==> config.mk <==
export PLATFORM = sky130hd
export DESIGN_NAME = cla_serial_addsub_flat
export DESIGN_NICKNAME = d
export VERILOG_FILES = /design/src/rtl/cla_pkg.sv /design/src/rtl/cla_serial_addsub_if.sv /design/src/rtl/cla_slice_4bit.sv /design/src/rtl/cla_serial_addsub.sv /design/src/flat_wrapper.sv
export SDC_FILE = /design/constraint.sdc
export NUM_CORES = 1
export LEC_CHECK = 0
export CAP_MARGIN = 10
export CORE_UTILIZATION = 55
export DETAILED_ROUTE_END_ITERATION = 16
export GPL_TIMING_DRIVEN = 0
export HOLD_SLACK_MARGIN = 0.12
export PLACE_DENSITY_LB_ADDON = 0.15
export REMOVE_ABC_BUFFERS = 1
export SYNTH_ARGS = -nofsm -noshare
export SYNTH_HDL_FRONTEND = slang
export SYNTH_SLANG_ARGS = --single-unit
export TNS_END_PERCENT = 20
==> constraint.sdc <==
create_clock -name clk -period 5.2 [get_ports clk]
set_input_delay 1.04 -clock clk [delete_from_list [all_inputs] [get_ports clk]]
set_output_delay 1.04 -clock clk [all_outputs]
set_load 0.01 [all_outputs]
==> src/rtl/cla_pkg.sv <==
// Shared constants and FSM state encoding for the serial
// carry-lookahead adder/subtractor.
package cla_pkg;

    localparam int NIBBLE_W = 4;

    typedef enum logic [1:0] {
        ST_IDLE = 2'd0,
        ST_RUN  = 2'd1,
        ST_DONE = 2'd2
    } state_e;

endpackage

==> src/rtl/cla_serial_addsub_if.sv <==
// Operand/result handshake bundle between a source, the
// serial adder/subtractor and a result sink.
interface cla_serial_addsub_if #(
    parameter int WIDTH = 16
);
    logic             in_valid;
    logic             in_ready;
    logic [WIDTH-1:0] op_a;
    logic [WIDTH-1:0] op_b;
    logic             sub;
    logic             out_valid;
    logic             out_ready;
    logic [WIDTH-1:0] result;
    logic             cout;
    logic             ovf;

    modport master (
        output in_valid, op_a, op_b, sub, out_ready,
        input  in_ready, out_valid, result, cout, ovf
    );

    modport slave (
        input  in_valid, op_a, op_b, sub, out_ready,
        output in_ready, out_valid, result, cout, ovf
    );
endinterface

==> src/rtl/cla_slice_4bit.sv <==
// Combinational 4-bit carry-lookahead slice with group
// generate/propagate outputs.
module cla_slice_4bit (
    input  logic [3:0] a,
    input  logic [3:0] b,
    input  logic       cin,
    output logic [3:0] sum,
    output logic       g_out,
    output logic       p_out,
    output logic       cout
);
    logic [3:0] g;
    logic [3:0] p;
    logic [3:0] c;

    always_comb begin
        g = a & b;
        p = a ^ b;
        c[0] = cin;
        c[1] = g[0] | (p[0] & cin);
        c[2] = g[1] | (p[1] & g[0]) | (p[1] & p[0] & cin);
        c[3] = g[2] | (p[2] & g[1]) | (p[2] & p[1] & g[0])
             | (p[2] & p[1] & p[0] & cin);
        g_out = g[3] | (p[3] & g[2]) | (p[3] & p[2] & g[1])
              | (p[3] & p[2] & p[1] & g[0]);
        p_out = &p;
        cout = g_out | (p_out & cin);
        sum = p ^ c;
    end
endmodule

==> src/rtl/cla_serial_addsub.sv <==
// Multi-cycle adder/subtractor: one CLA slice iterated over
// the operands a nibble per cycle, LSB first.
module cla_serial_addsub
    import cla_pkg::*;
#(
    parameter int WIDTH = 16
) (
    input logic              clk,
    input logic              rst,
    cla_serial_addsub_if.slave bus
);
    localparam int NIBBLES = WIDTH / NIBBLE_W;
    localparam int IDX_W = (NIBBLES > 1) ? $clog2(NIBBLES) : 1;
    localparam logic [IDX_W-1:0] IDX_LAST = IDX_W'(NIBBLES - 1);

    state_e           state_q, state_d;
    logic [IDX_W-1:0] idx_q, idx_d;
    logic [WIDTH-1:0] a_q, a_d;
    logic [WIDTH-1:0] b_q, b_d;
    logic             c_q, c_d;
    logic [WIDTH-1:0] res_q, res_d;
    logic             cout_q, cout_d;
    logic             ovf_q, ovf_d;

    logic [NIBBLE_W-1:0] a_nib, b_nib, nib_sum;
    logic                nib_g, nib_p, unused_co;

    cla_slice_4bit u_slice (
        .a     (a_nib),
        .b     (b_nib),
        .cin   (c_q),
        .sum   (nib_sum),
        .g_out (nib_g),
        .p_out (nib_p),
        .cout  (unused_co)
    );

    always_comb begin
        a_nib = '0;
        b_nib = '0;
        for (int i = 0; i < NIBBLES; i++) begin
            if (idx_q == IDX_W'(i)) begin
                a_nib = a_q[i*NIBBLE_W +: NIBBLE_W];
                b_nib = b_q[i*NIBBLE_W +: NIBBLE_W];
            end
        end
    end

    always_comb begin
        state_d = state_q;
        idx_d   = idx_q;
        a_d     = a_q;
        b_d     = b_q;
        c_d     = c_q;
        res_d   = res_q;
        cout_d  = cout_q;
        ovf_d   = ovf_q;
        unique case (state_q)
            ST_IDLE: begin
                if (bus.in_valid) begin
                    state_d = ST_RUN;
                    a_d     = bus.op_a;
                    b_d     = bus.sub ? ~bus.op_b : bus.op_b;
                    c_d     = bus.sub;
                    idx_d   = '0;
                    res_d   = '0;
                end
            end
            ST_RUN: begin
                for (int i = 0; i < NIBBLES; i++) begin
                    if (idx_q == IDX_W'(i)) begin
                        res_d[i*NIBBLE_W +: NIBBLE_W] = nib_sum;
                    end
                end
                c_d = nib_g | (nib_p & c_q);
                if (idx_q == IDX_LAST) begin
                    state_d = ST_DONE;
                    cout_d  = c_d;
                    // overflow judged on the fully written result
                    ovf_d   = (a_q[WIDTH-1] == b_q[WIDTH-1])
                           && (res_d[WIDTH-1] != a_q[WIDTH-1]);
                end else begin
                    idx_d = idx_q + IDX_W'(1);
                end
            end
            ST_DONE: begin
                if (bus.out_ready) begin
                    state_d = ST_IDLE;
                end
            end
            default: state_d = ST_IDLE;
        endcase
    end

    always_ff @(posedge clk or posedge rst) begin
        if (rst) begin
            state_q <= ST_IDLE;
            idx_q   <= '0;
            a_q     <= '0;
            b_q     <= '0;
            c_q     <= 1'b0;
            res_q   <= '0;
            cout_q  <= 1'b0;
            ovf_q   <= 1'b0;
        end else begin
            state_q <= state_d;
            idx_q   <= idx_d;
            a_q     <= a_d;
            b_q     <= b_d;
            c_q     <= c_d;
            res_q   <= res_d;
            cout_q  <= cout_d;
            ovf_q   <= ovf_d;
        end
    end

    assign bus.in_ready  = (state_q == ST_IDLE);
    assign bus.out_valid = (state_q == ST_DONE);
    assign bus.result    = res_q;
    assign bus.cout      = cout_q;
    assign bus.ovf       = ovf_q;
endmodule

==> src/flat_wrapper.sv <==
// flat-port wrapper written by rule: the top's interface ports become plain ports
module cla_serial_addsub_flat import cla_pkg::*;
#(
    parameter int WIDTH = 16
)
  (clk, rst, bus_in_valid, bus_op_a, bus_op_b, bus_sub, bus_out_ready, bus_in_ready, bus_out_valid, bus_result, bus_cout, bus_ovf);
  cla_serial_addsub_if #(.WIDTH(WIDTH)) bus_i ();
  input logic clk;
  input logic rst;
  input wire logic [$bits(bus_i.in_valid)-1:0] bus_in_valid;
  input wire logic [$bits(bus_i.op_a)-1:0] bus_op_a;
  input wire logic [$bits(bus_i.op_b)-1:0] bus_op_b;
  input wire logic [$bits(bus_i.sub)-1:0] bus_sub;
  input wire logic [$bits(bus_i.out_ready)-1:0] bus_out_ready;
  output wire logic [$bits(bus_i.in_ready)-1:0] bus_in_ready;
  output wire logic [$bits(bus_i.out_valid)-1:0] bus_out_valid;
  output wire logic [$bits(bus_i.result)-1:0] bus_result;
  output wire logic [$bits(bus_i.cout)-1:0] bus_cout;
  output wire logic [$bits(bus_i.ovf)-1:0] bus_ovf;
  assign bus_i.in_valid = bus_in_valid;
  assign bus_i.op_a = bus_op_a;
  assign bus_i.op_b = bus_op_b;
  assign bus_i.sub = bus_sub;
  assign bus_i.out_ready = bus_out_ready;
  assign bus_in_ready = bus_i.in_ready;
  assign bus_out_valid = bus_i.out_valid;
  assign bus_result = bus_i.result;
  assign bus_cout = bus_i.cout;
  assign bus_ovf = bus_i.ovf;
  cla_serial_addsub #(.WIDTH(WIDTH)) u_core (.clk(clk), .rst(rst), .bus(bus_i));
endmodule
; Word level (Yosys, flattened, before mapping)
; Cells that the tools add are included.
; W data, S select, Z words.
[word_totals]
register_bits = 55
inputBits = 37
out_inout_bits = 20
wordCells = 95
[op_classes]
add_sub_neg = 1
eq_ne = 14
n_mux = 25
bitwise_logic = 29
reduce_logical = 14
[op_table]
columns = cell, count
row1 = $mux W4, 13
row2 = $mux W16, 2
row3 = $pmux W16 S2, 1
row4 = $reduce_and A3 Y1, 6
row5 = $not A16 Y16, 1
row6 = $and A1 B1 Y1, 15
row7 = $mux W2, 5
row8 = $or A1 B1 Y1, 10
row9 = $ne A2 B1 Y1 const B, 4
row10 = $xor A4 B4 Y4, 2
row11 = $eq A2 B2 Y1 const B, 3
row12 = $ne A2 B2 Y1 const B, 3
row13 = $pmux W2 S3, 1
row14 = $reduce_and A2 Y1, 3
row15 = $and A4 B4 Y4, 1
row16 = $eq A2 B1 Y1 const B, 2
row17 = $logic_not A2 Y1, 2
row18 = $pmux W2 S2, 1
row19 = $reduce_and A4 Y1, 1
row20 = $add A2 B1 Y2 const B, 1
row21 = $pmux W1 S2, 1
row22 = $reduce_bool A2 Y1, 1
row23 = $eq A1 B1 Y1, 1
row24 = $logic_and A1 B1 Y1, 1
row25 = other kinds (2), 2

; Longest topological paths before layout
; Gate-level depths: netlist of the first run.
[logic_depth]
depth_word = 15
depth_mapped = 12
ltp_nobuf = 11

; Cells and area by module
; From an unflattened synthesis of the first run, not the netlist that was laid out.
[unflattened]
cells_unflattened = 240
area_unflattened_um2 = 2733.9
[modules_own_cells]
columns = mod, n_inst, cells_each, area_each_um2, seq_area_each_um2
row1 = cla_serial_addsub, 1, 222, 2566.2, 1376.3
row2 = cla_slice_4bit, 1, 18, 167.7, 0.0

; Worst setup path after synthesis of the first run
; No wires, ideal clock.
[synth_timing]
path_type = reg2reg
start = reg u_core.idx_q[0]
end = reg u_core.c_q
setup_time_ps = 126
arrival_ps = 2850
required_time_ps = 5074
path_slack_ps = 2224
path_stages_with_launch = 12
n_path_buf = 2
period_less_slack_ps = 2976
cell_sequence = dfrtp_1 > inv_1 > ha_1 > clkbuf_1 > clkbuf_1 > a221oi_1 > o31ai_1 > ha_1 > a21o_1 > and4_4 > or3_1 > a221o_1
[synth_between]
elab_chain_len = 12
word_cells_on_any_way = 26
cone_classes = eq/ne: 3 / mux: 9 / bitwise: 12 / reduce/logical: 2
[synth_rtl]
columns = item, line
row1 = from (decl), cla_serial_addsub.sv:17  ; logic [IDX_W-1:0] idx_q, idx_d;
row2 = from (signal assigned), cla_serial_addsub.sv:107  ; idx_q <= idx_d;
row3 = $logic_not A2 Y1, cla_serial_addsub.sv:42  ; if (idx_q == IDX_W'(i)) begin
row4 = $mux W4 (4 in a row), cla_serial_addsub.sv:42
row5 = $xor A4 B4 Y4 / $and A4 B4 Y4 (equally long branches), "cla_slice_4bit.sv:18, cla_slice_4bit.sv:17"
row6 = "$and A1 B1 Y1, on equally long branches", "cla_slice_4bit.sv:24, cla_slice_4bit.sv:25"
row7 = $or A1 B1 Y1 (tied with other cells), cla_slice_4bit.sv:24  ; g_out = g[3] | (p[3] & g[2]) | (p[3] & p[2] & g[1])
row8 = $or A1 B1 Y1 / $and A1 B1 Y1 (equally long branches), "cla_slice_4bit.sv:24, cla_slice_4bit.sv:25"
row9 = $or A1 B1 Y1, cla_slice_4bit.sv:25  ; | (p[3] & p[2] & p[1] & g[0]);
row10 = $or A1 B1 Y1 *, cla_serial_addsub.sv:75  ; c_d = nib_g | (nib_p & c_q);
row11 = $pmux W1 S2 *, cla_serial_addsub.sv:58  ; unique case (state_q)
row12 = to (signal assigned), cla_serial_addsub.sv:101  ; c_q <= 1'b0;
row13 = to (signal assigned), cla_serial_addsub.sv:110  ; c_q <= c_d;
row14 = to (decl), cla_serial_addsub.sv:20  ; logic c_q, c_d;
; Mark *: on every way between the ends. The rest lies on a longest branch, timed or not.
; A chain may end at the register's enable or synchronous reset.

; Final worst setup path of the first run
[layout_timing]
start = reg u_core.idx_q[1]
end = reg u_core.c_q
; The elaborated chain is that of the path after synthesis.

==> flow_summary.json, run 1 <==
{
  "run_status": "finished, final reports clean",
  "path_class": "reg -> reg",
  "grt_pass1_wl_um": 8830,
  "tns_ns": 0,
  "drv_slew": 0,
  "dr.pass1.iters": 4,
  "root_buffer": "clkbuf_8",
  "p_leak_nw": 1.43,
  "post-cts-setup-buffer-count": 0,
  "ios": 57,
  "n_antenna_cell": 0,
  "avgViaCountPerCell": 5.51,
  "routed-via-count": 2073,
  "setup_viol": 0,
  "synthTopCellsByArea": "dfrtp_1 50%, mux2_2 7.4%, xnor2_1 5.7%",
  "core_sq_mm": 0.00475,
  "die_h_um": 72.7,
  "critPathCaptureType": "register",
  "p_comb_share_pct": 56.7,
  "yosysSeqAreaShare_pct": 50.0,
  "gp_congestion": 0.801,
  "syn_avg_cell_area_sq_um": 10.7,
  "ant_nets": 0,
  "io_buffer_count": 56,
  "async_reset_ff_share_pct": 100,
  "area_growth_pct": 25.5,
  "cp-start-kind": "register",
  "total_power_mw": 2.28,
  "synth_xor_xnor_area_share_pct": 5.73,
  "arrival_ns": 3.56,
  "postCtsHoldBufs": 0,
  "drt-initial-drc-count": 110,
  "cts_buffers": 5,
  "synth_edf_count": 0,
  "ff2ff_path_depth": 11,
  "yosysMostFrequentCell": "dfrtp_1",
  "ctsResizeCount": 0,
  "routedWlPerCell_um": 14.1,
  "final_hold_viol_count": 0,
  "route.detailed.drc": 0,
  "syn_area_sq_mm": 0.00275,
  "cts_sinks": 55,
  "clk_pin_slew_ns": 0.10,
  "fin_crit_sh_pct": 64.6,
  "switching_power_uw": 944,
  "grt_use_total_pct": 22.1,
  "dieArea_sq_mm": 0.00529,
  "worstReg2RegStart": "u_core.idx_q[1]",
  "yosys-top-cells-count": "55 x dfrtp_1, 28 x a21oi_1, 24 x nor2_1",
  "hpwl_um": 3950,
  "clk_latency_ns": 0.31,
  "synth_top_area_share_pct": 50.0,
  "maxCapViolCount": 0,
  "initial_utilization_pct": 57.8,
  "ys.flop_type": "dfrtp_1",
  "totalWireLength_um": 5300,
  "whs_path_depth": 2,
  "seq_power_share_pct": 33.2,
  "drive_above_1_share_pct": 10.4,
  "r2r_setup_slack_ns": 1.84,
  "synthMuxAreaShare_pct": 7.73,
  "cp.required_ns": 5.40,
  "clockPowerShare_pct": 10.1,
  "worstReg2RegEnd": "u_core.c_q",
  "grt_max_degree": 29,
  "vdd_drop_max_mv": 0.314,
  "synth_compound_area_share_pct": 15.9,
  "switching_share_pct": 41.5,
  "holdCritPathClass": "reg -> reg",
  "tightest_slew_ns": 0.949,
  "cts_tree": "yes",
  "intPower_mw": 1.33,
  "ys_seq_elements": 55,
  "grt_pass1_vias": 1866,
  "rsz0062_at_grt": "no",
  "yosys.area_share.simple_pct": 12.6,
  "fmax_mhz": 298,
  "fin_skew_ns": 0.0123,
  "antenna_found_initial": 0,
  "min_period_ns": 3.36,
  "yosys_warnings": 0,
  "synth_top_family_by_area": "compound AO/OA/AOI/OAI gates",
  "row_count": 25,
  "fp.dieW_um": 72.7,
  "nets": 354,
  "synthCells": 258,
  "powerDensity_mw_per_mm2": 660,
  "cp_max_fo": 16,
  "min_to": "u_core.bus.result[15]",
  "grt_overflow": 0,
  "htreeDepth": 2,
  "min-delay-start": "u_core.bus.result[15]",
  "yosysTopAreaCell": "dfrtp_1",
  "slew_headroom_pct": 36.6,
  "synth_fa_ha_area_share_pct": 4.37,
  "clock_path_buffers": 2,
  "yosysUniqueCellTypes": 35
}
[worst max-delay path, cell delays in order (launching register included)]
cell	delay [ns]
dfrtp_1	0.42
inv_1	0.11
ha_1	0.53
nand2_1	0.11
a21oi_1	0.15
a21oi_1	0.06
o21ai_0	0.46
ha_1	0.34
a21o_1	0.20
and4_4	0.20
or3_1	0.38
a221o_1	0.31
[power groups by stage]
stage          Combinational [mW]  Sequential, mW  Clock (mW)
2_1_floorplan               0.882           0.752           0
3_3_place_gp                 1.23           0.752           0
3_5_place_dp                 1.29           0.763           0
4_1_cts                      1.30           0.754       0.236
5_1_grt                      1.43           0.782       0.252
6_report                     1.29           0.755       0.230
[layout by cell type, fill, tap and decap left out, types with 2 or more instances in the layout]
| master | n |
|---|---|
| nor2_1 | 24 |
| o2bb2ai_1 | 3 |
| o21ai_0 | 9 |
| nor2b_1 | 7 |
| and2_1 | 3 |
| nand3b_1 | 5 |
| mux2_2 | 18 |
| clkbuf_8 | 5 |
| xnor2_1 | 18 |
| ha_1 | 8 |
| o31ai_1 | 4 |
| buf_8 | 2 |
| a221oi_1 | 3 |
| clkinvlp_4 | 2 |
| dfrtp_1 | 55 |
| a21oi_1 | 28 |
| a21o_1 | 2 |
| a22o_1 | 13 |
| nand2_1 | 21 |
| inv_1 | 4 |
| clkdlybuf4s50_1 | 56 |
| or3_1 | 3 |
[logic make-up after synthesis]
group / count (synthesis)
AOI/OAI and AO/OA: 67
adders and majority gates: 9
xor gates and xnor gates: 18
muxes: 19
buffers and inverters: 21
DFF: 55
and+or+nand+nor: 69
[cell type report]
class	instances	area, sq um
multi-input combinational	182	1270
timing repair buffer	59	611
clock buffer	5	68.8
sequential	55	1380
inverter	5	18.8
tap	67	83.8
fill	391	1300
clock inverter	3	20.0
[how the worst max path moves through the flow]
stage	depth (start not counted)	slack, ns	startpoint	endpoint
floorplan	3	2.36	bus_in_valid	u_core.bus.result[10]
detailed placement	11	1.84	u_core.idx_q[1]	u_core.c_q
finish	11	1.84	u_core.idx_q[1]	u_core.c_q
CTS	11	1.83	u_core.idx_q[1]	u_core.c_q
global placement	4	1.25	bus_in_valid	u_core.bus.result[3]
global route	11	1.69	u_core.idx_q[1]	u_core.c_q
[registers in the layout, summed over array words and instances (netlist names)]
register	count
u_core.bus.result	16
u_core.bus.cout	1
u_core.idx_q	2
u_core.b_q	16
u_core.a_q	16
u_core.state_q	2
u_core.c_q	1
u_core.bus.ovf	1
[stage by stage]
| stage | area (sq um) | instances | hold WS (ns) | utilization [%] | setup slack [ns] |
|---|---|---|---|---|---|
| 6_report | 3450 | 376 | 0.505 | 72.6 | 1.84 |
| 2_1_floorplan | 2670 | 242 | 0.481 | - | 2.36 |
| 3_5_place_dp | 3360 | 368 | 0.478 | 70.7 | 1.84 |
| 4_1_cts | 3450 | 376 | 0.500 | 72.6 | 1.83 |
| 5_1_grt | 3450 | 376 | 0.521 | 72.6 | 1.69 |
| 3_3_place_gp | 3310 | 365 | 0.467 | 69.7 | 1.25 |
[layer usage]
| metal | share of wire [%] | GRT usage (%) | vias up | routed length, um |
|---|---|---|---|---|
| met5 | 0 | 0 | - | 0 |
| met4 | 1.7 | 8.71 | 0 | 89 |
| met3 | 3.2 | 3.59 | 6 | 168 |
| met2 | 48 | 35.7 | 65 | 2530 |
| met1 | 48 | 30.1 | 1001 | 2520 |
| li1 | - | - | 1001 | - |
Note: power is estimated with default switching activity, not from simulation.
==> inputs of run 2 (changes only) <==
Settings changed: CORE_UTILIZATION 55 to 46.
Clock period 5.2 ns to 2.7 ns, I/O delays scaled along.
==> run 2 against run 1 <==
  * The run now ends with negative setup slack left
  * Final cell count is 4.0% higher
  * Via count is 0.58% higher
  * Worst setup slack worse by 1.9 ns
  * Clock skew is 0.0076 ns lower
  * Sequential power is 93% higher
  * Final area is 5.6% higher
  * Count of clock-buffer cells in the layout is 3 higher
  * Fmax is 23% higher
  * Largest power group unchanged
==> flow_summary.json, run 2 (same netlist as run 1, synthesis figures left out) <==
{
  "violations": "negative setup slack",
  "powerDensity_mw_per_mm2": 1320,
  "p_leak_nw": 1.51,
  "critPathCaptureType": "register",
  "io_buffer_count": 56,
  "crit_chain": "ha_4 -> buf_4 -> a221oi_2 -> o31ai_2 -> ha_1 -> a21o_1 -> and4_4 -> or3_4 -> a221o_1",
  "drt-initial-drc-count": 87,
  "clock_path_buffers": 2,
  "n_antenna_cell": 0,
  "cp.required_ns": 2.89,
  "min_period_ns": 2.72,
  "avgViaCountPerCell": 5.33,
  "routedWlPerCell_um": 14.6,
  "vdd_drop_max_mv": 0.642,
  "total_power_mw": 4.82,
  "layout_common_cells": "56 x clkdlybuf4s50_1, 54 x dfrtp_1, 28 x a21oi_1",
  "slowest_stage": "dfrtp_2",
  "grt_pass1_wl_um": 9340,
  "final_common_cell": "clkdlybuf4s50_1",
  "slew_headroom_pct": 39.2,
  "fin_crit_sh_pct": 101,
  "ant_nets": 0,
  "clk_latency_ns": 0.30,
  "cp-start-kind": "register",
  "path_class": "reg -> reg",
  "grt_use_total_pct": 19.5,
  "holdCritPathClass": "reg -> reg",
  "dieArea_sq_mm": 0.00629,
  "initial_utilization_pct": 48.7,
  "run_status": "complete, but fails checks",
  "cts_sinks": 55,
  "tightest_slew_ns": 0.909,
  "drive_above_1_share_pct": 16.9,
  "totalWireLength_um": 5690,
  "grt_pass1_vias": 1988,
  "die_h_um": 79.3,
  "core_sq_mm": 0.00564,
  "root_buffer": "clkbuf_8",
  "cp_max_fo": 9,
  "final_hold_viol_count": 0,
  "htreeDepth": 2,
  "clk_pin_slew_ns": 0.09,
  "fp.dieW_um": 79.3,
  "grt_overflow": 0,
  "rsz0062_at_grt": "yes",
  "row_count": 27,
  "cts_tree": "yes",
  "hpwl_um": 3910,
  "ios": 57,
  "setup_viol": 1,
  "nets": 364,
  "max_stage_delay_ns": 0.47,
  "final_util_pct": 64.6,
  "fin_skew_ns": 0.00471,
  "pre_cts_slack_ns": -0.575,
  "maxCapViolCount": 0,
  "setup_slack_ns": -0.0210,
  "area_growth_pct": 32.5,
  "grt_max_degree": 31,
  "drv_slew": 0,
  "cts_buffers": 5,
  "gp_congestion": 0.727,
  "postCtsHoldBufs": 0,
  "fmax_mhz": 368,
  "routed-via-count": 2085,
  "dr.pass1.iters": 4,
  "route.detailed.drc": 0,
  "antenna_found_initial": 0,
  "arrival_ns": 2.91
}
-- run 2: final cells by class --
cell class              count  area (sq um)
clock buffers               8           100
fillers                   477          2000
inverters                   5          21.3
multi-input cells         182          1350
flip-flops and latches     55          1380
well taps                  72          90.1
repair buffers             69           711
-- run 2: per-stage QoR --
| step | hold slack (ns) | TNS [ns] | instance area [sq um] | cells |
|---|---|---|---|---|
| finish | 0.501 | -0.0210 | 3640 | 391 |
| global route | 0.525 | -0.320 | 3640 | 391 |
| detailed placement | 0.482 | -5.63 | 3390 | 373 |
| global placement | 0.469 | -40.94 | 3320 | 370 |
| floorplan | 0.481 | -0.239 | 2670 | 242 |
| CTS | 0.507 | -0.0301 | 3640 | 391 |
-- run 2: path summary, 6_finish.rpt --
kind,startpoint,to,slack [ns],depth (start not counted)
max in group asynchronous,rst,u_core.a_q[15],1.49,3
min in group asynchronous,rst,u_core.a_q[9],0.64,2
hold reg to reg,u_core.bus.result[13],u_core.bus.result[13],0.50,2
setup / recovery,u_core.idx_q[0],u_core.c_q,-0.02,9
setup reg to reg,u_core.idx_q[0],u_core.c_q,-0.02,9
hold / removal,u_core.bus.result[13],u_core.bus.result[13],0.50,2
-- run 2: per-layer routing --
layer	share of wire, %	vias up	global-route usage (%)	routed length, um
met5	0	-	0	0
met4	0.97	0	5.45	55
met3	3.4	5	3.22	191
met2	51	43	34.2	2890
met1	45	1011	24.7	2560
li1	-	1026	-	-
-- run 2: report_power, final --
part | internal, mW | switching [mW] | leakage, nW
sequential | 1.21 | 0.249 | 0.661
clock | 0.235 | 0.251 | 0.0515
combinational | 1.41 | 1.46 | 0.800
-- run 2: what timing repair did --
action | in CTS | in global routing
buffers inserted | 10 | 0
pin swaps | 3 | 0
endpoints found under the setup margin | 19 | 7
resized for setup | 18 | 3
-- run 2: critical path: cells and delay by family, from the launching register on --
kind	cells	cell delay (ns)
buf+inv	1	0.15
compound gates	4	0.88
simple gates	2	0.56
flops	1	0.47
fa+ha+maj	2	0.55
==> inputs of run 3 (changes only) <==
Settings changed: CTS_CLUSTER_DIAMETER set to 200, SYNTH_HIERARCHICAL set to 1.
==> run 3 against run 2 <==
  * The run now ends clean
  * Final cell count decreased by 4.1%
  * Register-to-register slack better by 0.03 ns
  * Fmax rose by 1.2%
  * Sequential power about the same
  * Worst setup slack gained 0.031 ns
  * Largest power group unchanged
  * Highest routed layer unchanged
==> flow_summary.json, run 3 <==
{
  "run_status": "finished, final reports clean",
  "drive_above_1_share_pct": 14.9,
  "cp.required_ns": 2.90,
  "arrival_ns": 2.89,
  "cp_max_fo": 5,
  "finalInstanceArea_sq_mm": 0.00362,
  "ant_nets": 0,
  "grt_pass1_wl_um": 9120,
  "core_sq_mm": 0.00561,
  "root_buffer": "clkbuf_8",
  "dr.pass1.iters": 4,
  "gp_congestion": 0.742,
  "area_growth_pct": 32.8,
  "max_stage_delay_ns": 0.45,
  "dieArea_sq_mm": 0.00624,
  "htreeDepth": 2,
  "nets": 348,
  "final_common_cell": "clkdlybuf4s50_1",
  "cpLargestDelayFamily": "compound AO/OA/AOI/OAI gates",
  "total_power_mw": 5.16,
  "fin_skew_ns": 0.00314,
  "whs_ns": 0.496,
  "holdCritPathClass": "reg -> reg",
  "grt_use_total_pct": 19.3,
  "p_leak_nw": 1.52,
  "powerDensity_mw_per_mm2": 1420,
  "tns_ns": 0,
  "final_hold_viol_count": 0,
  "layout_common_cells": "56 x clkdlybuf4s50_1, 54 x dfrtp_1, 24 x nor2_1",
  "cp.buffers_inverters": 2,
  "cts_buffers": 5,
  "fmax_mhz": 372,
  "clk_pin_slew_ns": 0.09,
  "tightest_slew_ns": 0.967,
  "fin_crit_sh_pct": 99.6,
  "antenna_found_initial": 0,
  "totalWireLength_um": 5830,
  "maxCapViolCount": 0,
  "routed-via-count": 2036,
  "crit_chain": "inv_2 -> ha_4 -> nor2b_4 -> buf_12 -> a221oi_2 -> o31ai_2 -> ha_1 -> a21o_1 -> a21oi_2 -> xnor2_2 -> a22o_1",
  "clk_latency_ns": 0.31,
  "ios": 57,
  "die_h_um": 79.0,
  "syn_area_sq_mm": 0.00273,
  "slowest_stage": "dfrtp_2",
  "rsz0062_at_grt": "yes",
  "slew_headroom_pct": 35.3,
  "postCtsHoldBufs": 0,
  "clock_path_buffers": 2,
  "routedWlPerCell_um": 15.5,
  "initial_utilization_pct": 48.6,
  "setup_viol": 0,
  "synthCells": 239,
  "grt_pass1_vias": 1880,
  "cts_tree": "yes",
  "route.detailed.drc": 0,
  "io_buffer_count": 56,
  "cp-start-kind": "register",
  "yosys_warnings": 6,
  "n_antenna_cell": 0,
  "path_class": "reg -> reg",
  "drt-initial-drc-count": 126,
  "cts_sinks": 55,
  "avgViaCountPerCell": 5.43,
  "row_count": 27,
  "drv_slew": 0,
  "min_period_ns": 2.69,
  "critPathCaptureType": "register",
  "grt_max_degree": 37,
  "vdd_drop_max_mv": 0.841,
  "grt_overflow": 0,
  "dpl_cell_area_sq_mm": 0.00333,
  "syn_avg_cell_area_sq_um": 11.4,
  "r2r_setup_slack_ns": 0.01,
  "hpwl_um": 3770,
  "fp.dieW_um": 79.0
}
-- run 3: area by class of cell --
| class | instances | area, sq um |
|---|---|---|
| Inverter | 5 | 18.8 |
| Clock inverter | 1 | 5.00 |
| Multi-Input combinational cell | 163 | 1320 |
| Clock buffer | 7 | 76.3 |
| Tap cell | 72 | 90.1 |
| Fill cell | 480 | 1990 |
| Sequential cell | 55 | 1380 |
| Timing Repair Buffer | 72 | 737 |
-- run 3: power breakdown --
part | internal (mW) | switching [mW] | leakage [nW]
clock network | 0.183 | 0.254 | 0.0422
logic | 1.61 | 1.66 | 0.814
registers | 1.20 | 0.254 | 0.661
total | 2.99 | 2.17 | 1.52
-- run 3: stage by stage --
step                      setup slack [ns]  utilization, %  std cells
final                               0.0104            64.5        375
after CTS                           0.0157            62.3        365
after detailed placement            -0.817            59.4        354
after global placement               -1.72            58.1        351
after floorplan                     -0.314               -        223
after global routing               -0.0894            64.5        375
-- run 3: what timing repair did --
action	in CTS	in global routing
gates resized for setup	12	9
endpoints found under the hold margin	0	0
pin swaps	5	18
buffers inserted	3	10
setup endpoints to repair	19	15
-- run 3: worst paths after layout --
kind                                  from              endpoint  cells after the start
hold / removal               u_core/a_q[2]         u_core/a_q[2]                      1
min in group asynchronous              rst        u_core/a_q[10]                      2
max in group asynchronous              rst       u_core/idx_q[0]                      3
setup / recovery           u_core/idx_q[0]  u_core/bus.result[2]                     11
setup reg to reg           u_core/idx_q[0]  u_core/bus.result[2]                     11
hold reg to reg              u_core/a_q[2]         u_core/a_q[2]                      1
-- run 3: routing by layer --
metal / wire length, um / vias up / track usage [%]
met2: 2780 / 66 / 30.3
met5: 0 / - / 0
li1: - / 974 / -
met4: 93 / 0 / 7.82
met3: 300 / 10 / 4.25
met1: 2650 / 986 / 26.0
-- run 3: worst reg2reg max path, delay by kind of cell (launching register included) --
family,cells,cell delay [ns]
XOR/XNOR,1,0.15
flip-flops,1,0.45
buffers and inverters,2,0.26
AND/OR/NAND/NOR,1,0.20
AO/OA/AOI/OAI,5,1.03
adder cells (fa/ha/maj),2,0.49
==> patch 1: new RTL, settings of run 3 <==
Reset style: synchronous (`rst`), changed in one clocked block.
--- a/src/rtl/cla_serial_addsub.sv
+++ b/src/rtl/cla_serial_addsub.sv
@@ -94,3 +94,3 @@
 
-    always_ff @(posedge clk or posedge rst) begin
+    always_ff @(posedge clk) begin
         if (rst) begin
Check against the original RTL: differs if rst is asserted again (counterexample within 4 cycles, from zero or initial values and one cycle with rst high); with rst held inactive, the same outputs for 10 cycles.
==> patch 1 against run 3 <==
Sequential cell count is the same; global-route usage shrank 0.48 points; area after synthesis shrank 1.3%; highest routed layer unchanged; cell area shrank 2.9%; routed wire length shrank 1.5%; setup slack gained 0.17 ns.
Power is not compared: it rests on default switching activity, and its combinational part moved more than twofold at a synthesized area within 25%.
==> patch 1: results (changes against run 3) <==
set qor(grtUsageTotal) 0.188 ;# -0.00477
set qor(place.detailed.instances) 427 ;# +21%
set qor(slew_headroom) 0.288 ;# -0.0656
set qor(timing.critical_path.slowest_cell_delay_ns) 0.40 ;# -0.05 ns
set qor(timing.rr.end) {u_core/c_q$_SDFFE_PP0P_}
set qor(wl_um) 5740 ;# -1.5%
set qor(dp_slack_ns) -0.187 ;# +0.630 ns
set qor(path_max_fanout) 15 ;# +10
set qor(setup.reg_to_reg.worst_slack_ns) 0.18 ;# +0.17 ns
set qor(grt_start_max_net_pins) 35 ;# -5.4%
set qor(critPathArrivalTime_ns) 2.77 ;# -0.12 ns
set qor(hold_depth) 2 ;# +1
set qor(clock-skew-final_ns) 0.00980 ;# +0.00666 ns
set qor(detailedRoute.firstIterationViolations) 129 ;# +2.4%
set qor(n_fill_cell) 515 ;# +7.3%
set qor(net_count_reported_at_finish) 414 ;# +19%
set qor(grt_pass1_vias) 2046 ;# +8.8%
set qor(routed_wire_length_per_instance_um) 13.0 ;# -16%
set qor(worst_hold_slack_ns) 0.462 ;# -0.0339 ns
set qor(hold-path-endpoint) {u_core/a_q[5]$_SDFFE_PP0P_}
set qor(outcome) {complete, no violations}
set qor(gp_congestion) 0.737 ;# -0.62%
set qor(via_per_inst) 5.20 ;# -4.1%
set qor(worst_r2r_path_depth) 12 ;# +1
set qor(rr_startpoint) {u_core/idx_q[0]$_SDFFE_PP0P_}
set qor(detailed_place_hpwl_um) 3720 ;# -1.3%
set qor(dpl_cell_area_um2) 3280 ;# -1.6%
patch 1: metal layers:
metal | GRT usage | routed length, um | vias to the layer above | part of all wire
li1 | - | - | 1200 | -
met1 | 0.228 | 2700 | 1037 | 0.47
met2 | 0.334 | 2720 | 52 | 0.47
met3 | 0.0453 | 276 | 6 | 0.048
met4 | 0.0444 | 46 | 0 | 0.0080
met5 | 0 | 0 | - | 0
patch 1: repair_timing:
item,CTS,global route
resized for setup,5,9
pin swaps,0,3
hold buffers,0,0
setup endpoints to repair,7,6
buffers inserted,0,6
patch 1: area by class of cell:
cell class                      instances  share of cell area
Sequential cell                        55               0.314
Multi-Input combinational cell        215               0.414
Tap cell                               72              0.0256
Timing Repair Buffer                   64               0.184
Clock inverter                          2             0.00996
Clock buffer                            6              0.0235
Inverter                               27              0.0288
patch 1: power breakdown:
part           internal (mW)  total, mW  switching, mW
sequential             0.856      0.885         0.0287
combinational          0.190      0.381          0.191
clock                  0.300      0.561          0.261
==> patch 2: new RTL, config.mk and constraints of run 3 <==
Made on the original files. `WIDTH` is set to 16 in 3 places; all go to 64.
--- a/src/rtl/cla_serial_addsub_if.sv
+++ b/src/rtl/cla_serial_addsub_if.sv
@@ -3,3 +3,3 @@
 interface cla_serial_addsub_if #(
-    parameter int WIDTH = 16
+    parameter int WIDTH = 64
 );
--- a/src/rtl/cla_serial_addsub.sv
+++ b/src/rtl/cla_serial_addsub.sv
@@ -5,3 +5,3 @@
 #(
-    parameter int WIDTH = 16
+    parameter int WIDTH = 64
 ) (
--- a/src/flat_wrapper.sv
+++ b/src/flat_wrapper.sv
@@ -3,3 +3,3 @@
 #(
-    parameter int WIDTH = 16
+    parameter int WIDTH = 64
 )
Interface: changed (resized bus_op_a, bus_op_b and bus_result); port bits go from 57 to 201. The function was not compared with the original's and may differ.
==> patch 2 against run 3 <==
The flow now finishes with violations (negative setup slack); cell count grew to 4.2 times the old value; setup slack got worse by 0.76 ns; combinational power grew to 4.0 times the old value; synthesized cell count rose to 4.6 times the old value; area after synthesis rose to 3.6 times the old value; cell area increased to 3.7 times the old value; sequential power grew to 3.6 times the old value; sequential cell count increased by 146; power grew to 4.0 times the old value; utilization grew 0.97 points; routed wire length increased to 4.8 times the old value; largest cell class unchanged; largest power group unchanged.
==> patch 2: results (changes against run 3) <==
set qor(grt_start_max_net_pins) 113 ;# +210%
set qor(path_max_fanout) 11 ;# +6
set qor(fp.coreArea_um2) 20500 ;# +270%
set qor(max_clock_buf_depth) 3 ;# +1
set qor(grtUsageMet1) 0.355 ;# +0.0954
set qor(outcome) {finished, violations left}
set qor(met3_usage) 0.0355 ;# -0.00703
set qor(drive_gt1_frac) 0.121 ;# -0.0275
set qor(grt_pass1_vias) 8163 ;# +330%
set qor(detailroute.via_count) 8457 ;# +320%
set qor(detailedRoute.firstIterationViolations) 501 ;# +300%
set qor(globalRouteMet2Util) 0.433 ;# +0.130
set qor(grtUsageTotal) 0.259 ;# +0.0655
set qor(grt_first_pass_wirelength_um) 44000 ;# +380%
set qor(antenna_found_initial) 1 ;# +1
set qor(power.static_leakage_nw) 5.93 ;# +290%
set qor(synth_area_per_cell_um2) 8.96 ;# -21%
set qor(n_fill_cell) 1740 ;# +260%
set qor(vdd.ir_drop.worst_mv) 1.49 ;# +77%
set qor(finalSetupViolations) 67 ;# +67
set qor(totalNegativeSetupSlack_ns) -32.66 ;# -32.66 ns
set qor(finalWorstSetupSlack_ns) -0.745 ;# -0.756 ns
set qor(slew_headroom) 0.509 ;# +0.155
set qor(detailed_place_hpwl_um) 18100 ;# +380%
set qor(cts_root_buffer) {sky130_fd_sc_hd__clkbuf_16}
set qor(violations) {negative setup slack}
patch 2: area by class of cell:
cell class | instances | area (um2) | area share
sequential | 201 | 5040 | 0.375
multi-input combinational | 798 | 4730 | 0.352
timing repair buffer | 252 | 2660 | 0.198
clock buffer | 28 | 572 | 0.0426
tap | 270 | 338 | 0.0252
inverter | 16 | 75.1 | 0.00559
clock inverter | 2 | 10.0 | 0.000745
patch 2: worst max-delay path by stage:
stage | start | slack [ns] | cells past startpoint | endpoint
floorplan | rst | -3.32 | 1 | u_core/a_q[0]$_DFFE_PP0P_
global route | u_core/idx_q[1]$_DFFE_PP0P_ | -0.85 | 16 | u_core/bus.ovf$_DFFE_PP0P_
finish | u_core/idx_q[0]$_DFFE_PP0P_ | -0.75 | 16 | u_core/bus.ovf$_DFFE_PP0P_
detailed placement | u_core/idx_q[0]$_DFFE_PP0P_ | -2.70 | 15 | u_core/bus.ovf$_DFFE_PP0P_
CTS | u_core/idx_q[0]$_DFFE_PP0P_ | -0.75 | 15 | u_core/bus.ovf$_DFFE_PP0P_
global placement | bus_in_valid | -6.06 | 5 | u_core/bus.result[13]$_DFFE_PP0P_
patch 2: what timing repair did:
| action | CTS | global route |
|---|---|---|
| cloned | 1 | 3 |
| buffers inserted | 28 | 10 |
| pin swaps | 24 | 16 |
| resized for setup | 56 | 40 |
| endpoints found under the setup margin | 67 | 67 |
patch 2: layer usage:
metal | part of all wire | vias to the layer above
li1 | - | 4091
met1 | 0.44 | 4042
met2 | 0.48 | 275
met3 | 0.057 | 47
met4 | 0.021 | 2
met5 | 0.00046 | -
patch 2: power by group:
group          total, mW  switching (mW)  internal [mW]
registers           5.22           0.835           4.39
logic               12.9            7.17           5.76
clock network       2.58            1.12           1.46
total               20.7            9.12           11.6
patch 2: critical path, stage by stage, from the launching register on:
cell                       delay (ns)
sky130_fd_sc_hd__dfrtp_2         0.44
sky130_fd_sc_hd__inv_2           0.08
sky130_fd_sc_hd__ha_4            0.24
sky130_fd_sc_hd__buf_4           0.16
sky130_fd_sc_hd__nand3b_1        0.10
sky130_fd_sc_hd__buf_4           0.16
sky130_fd_sc_hd__o21ai_2         0.13
sky130_fd_sc_hd__or3_4           0.43
sky130_fd_sc_hd__a21o_1          0.20
sky130_fd_sc_hd__ha_4            0.30
sky130_fd_sc_hd__nand3_1         0.14
sky130_fd_sc_hd__nand3_4         0.14
sky130_fd_sc_hd__xor2_4          0.17
sky130_fd_sc_hd__mux2i_1         0.12
sky130_fd_sc_hd__or3_1           0.34
sky130_fd_sc_hd__a21oi_2         0.13
sky130_fd_sc_hd__a21o_1          0.09
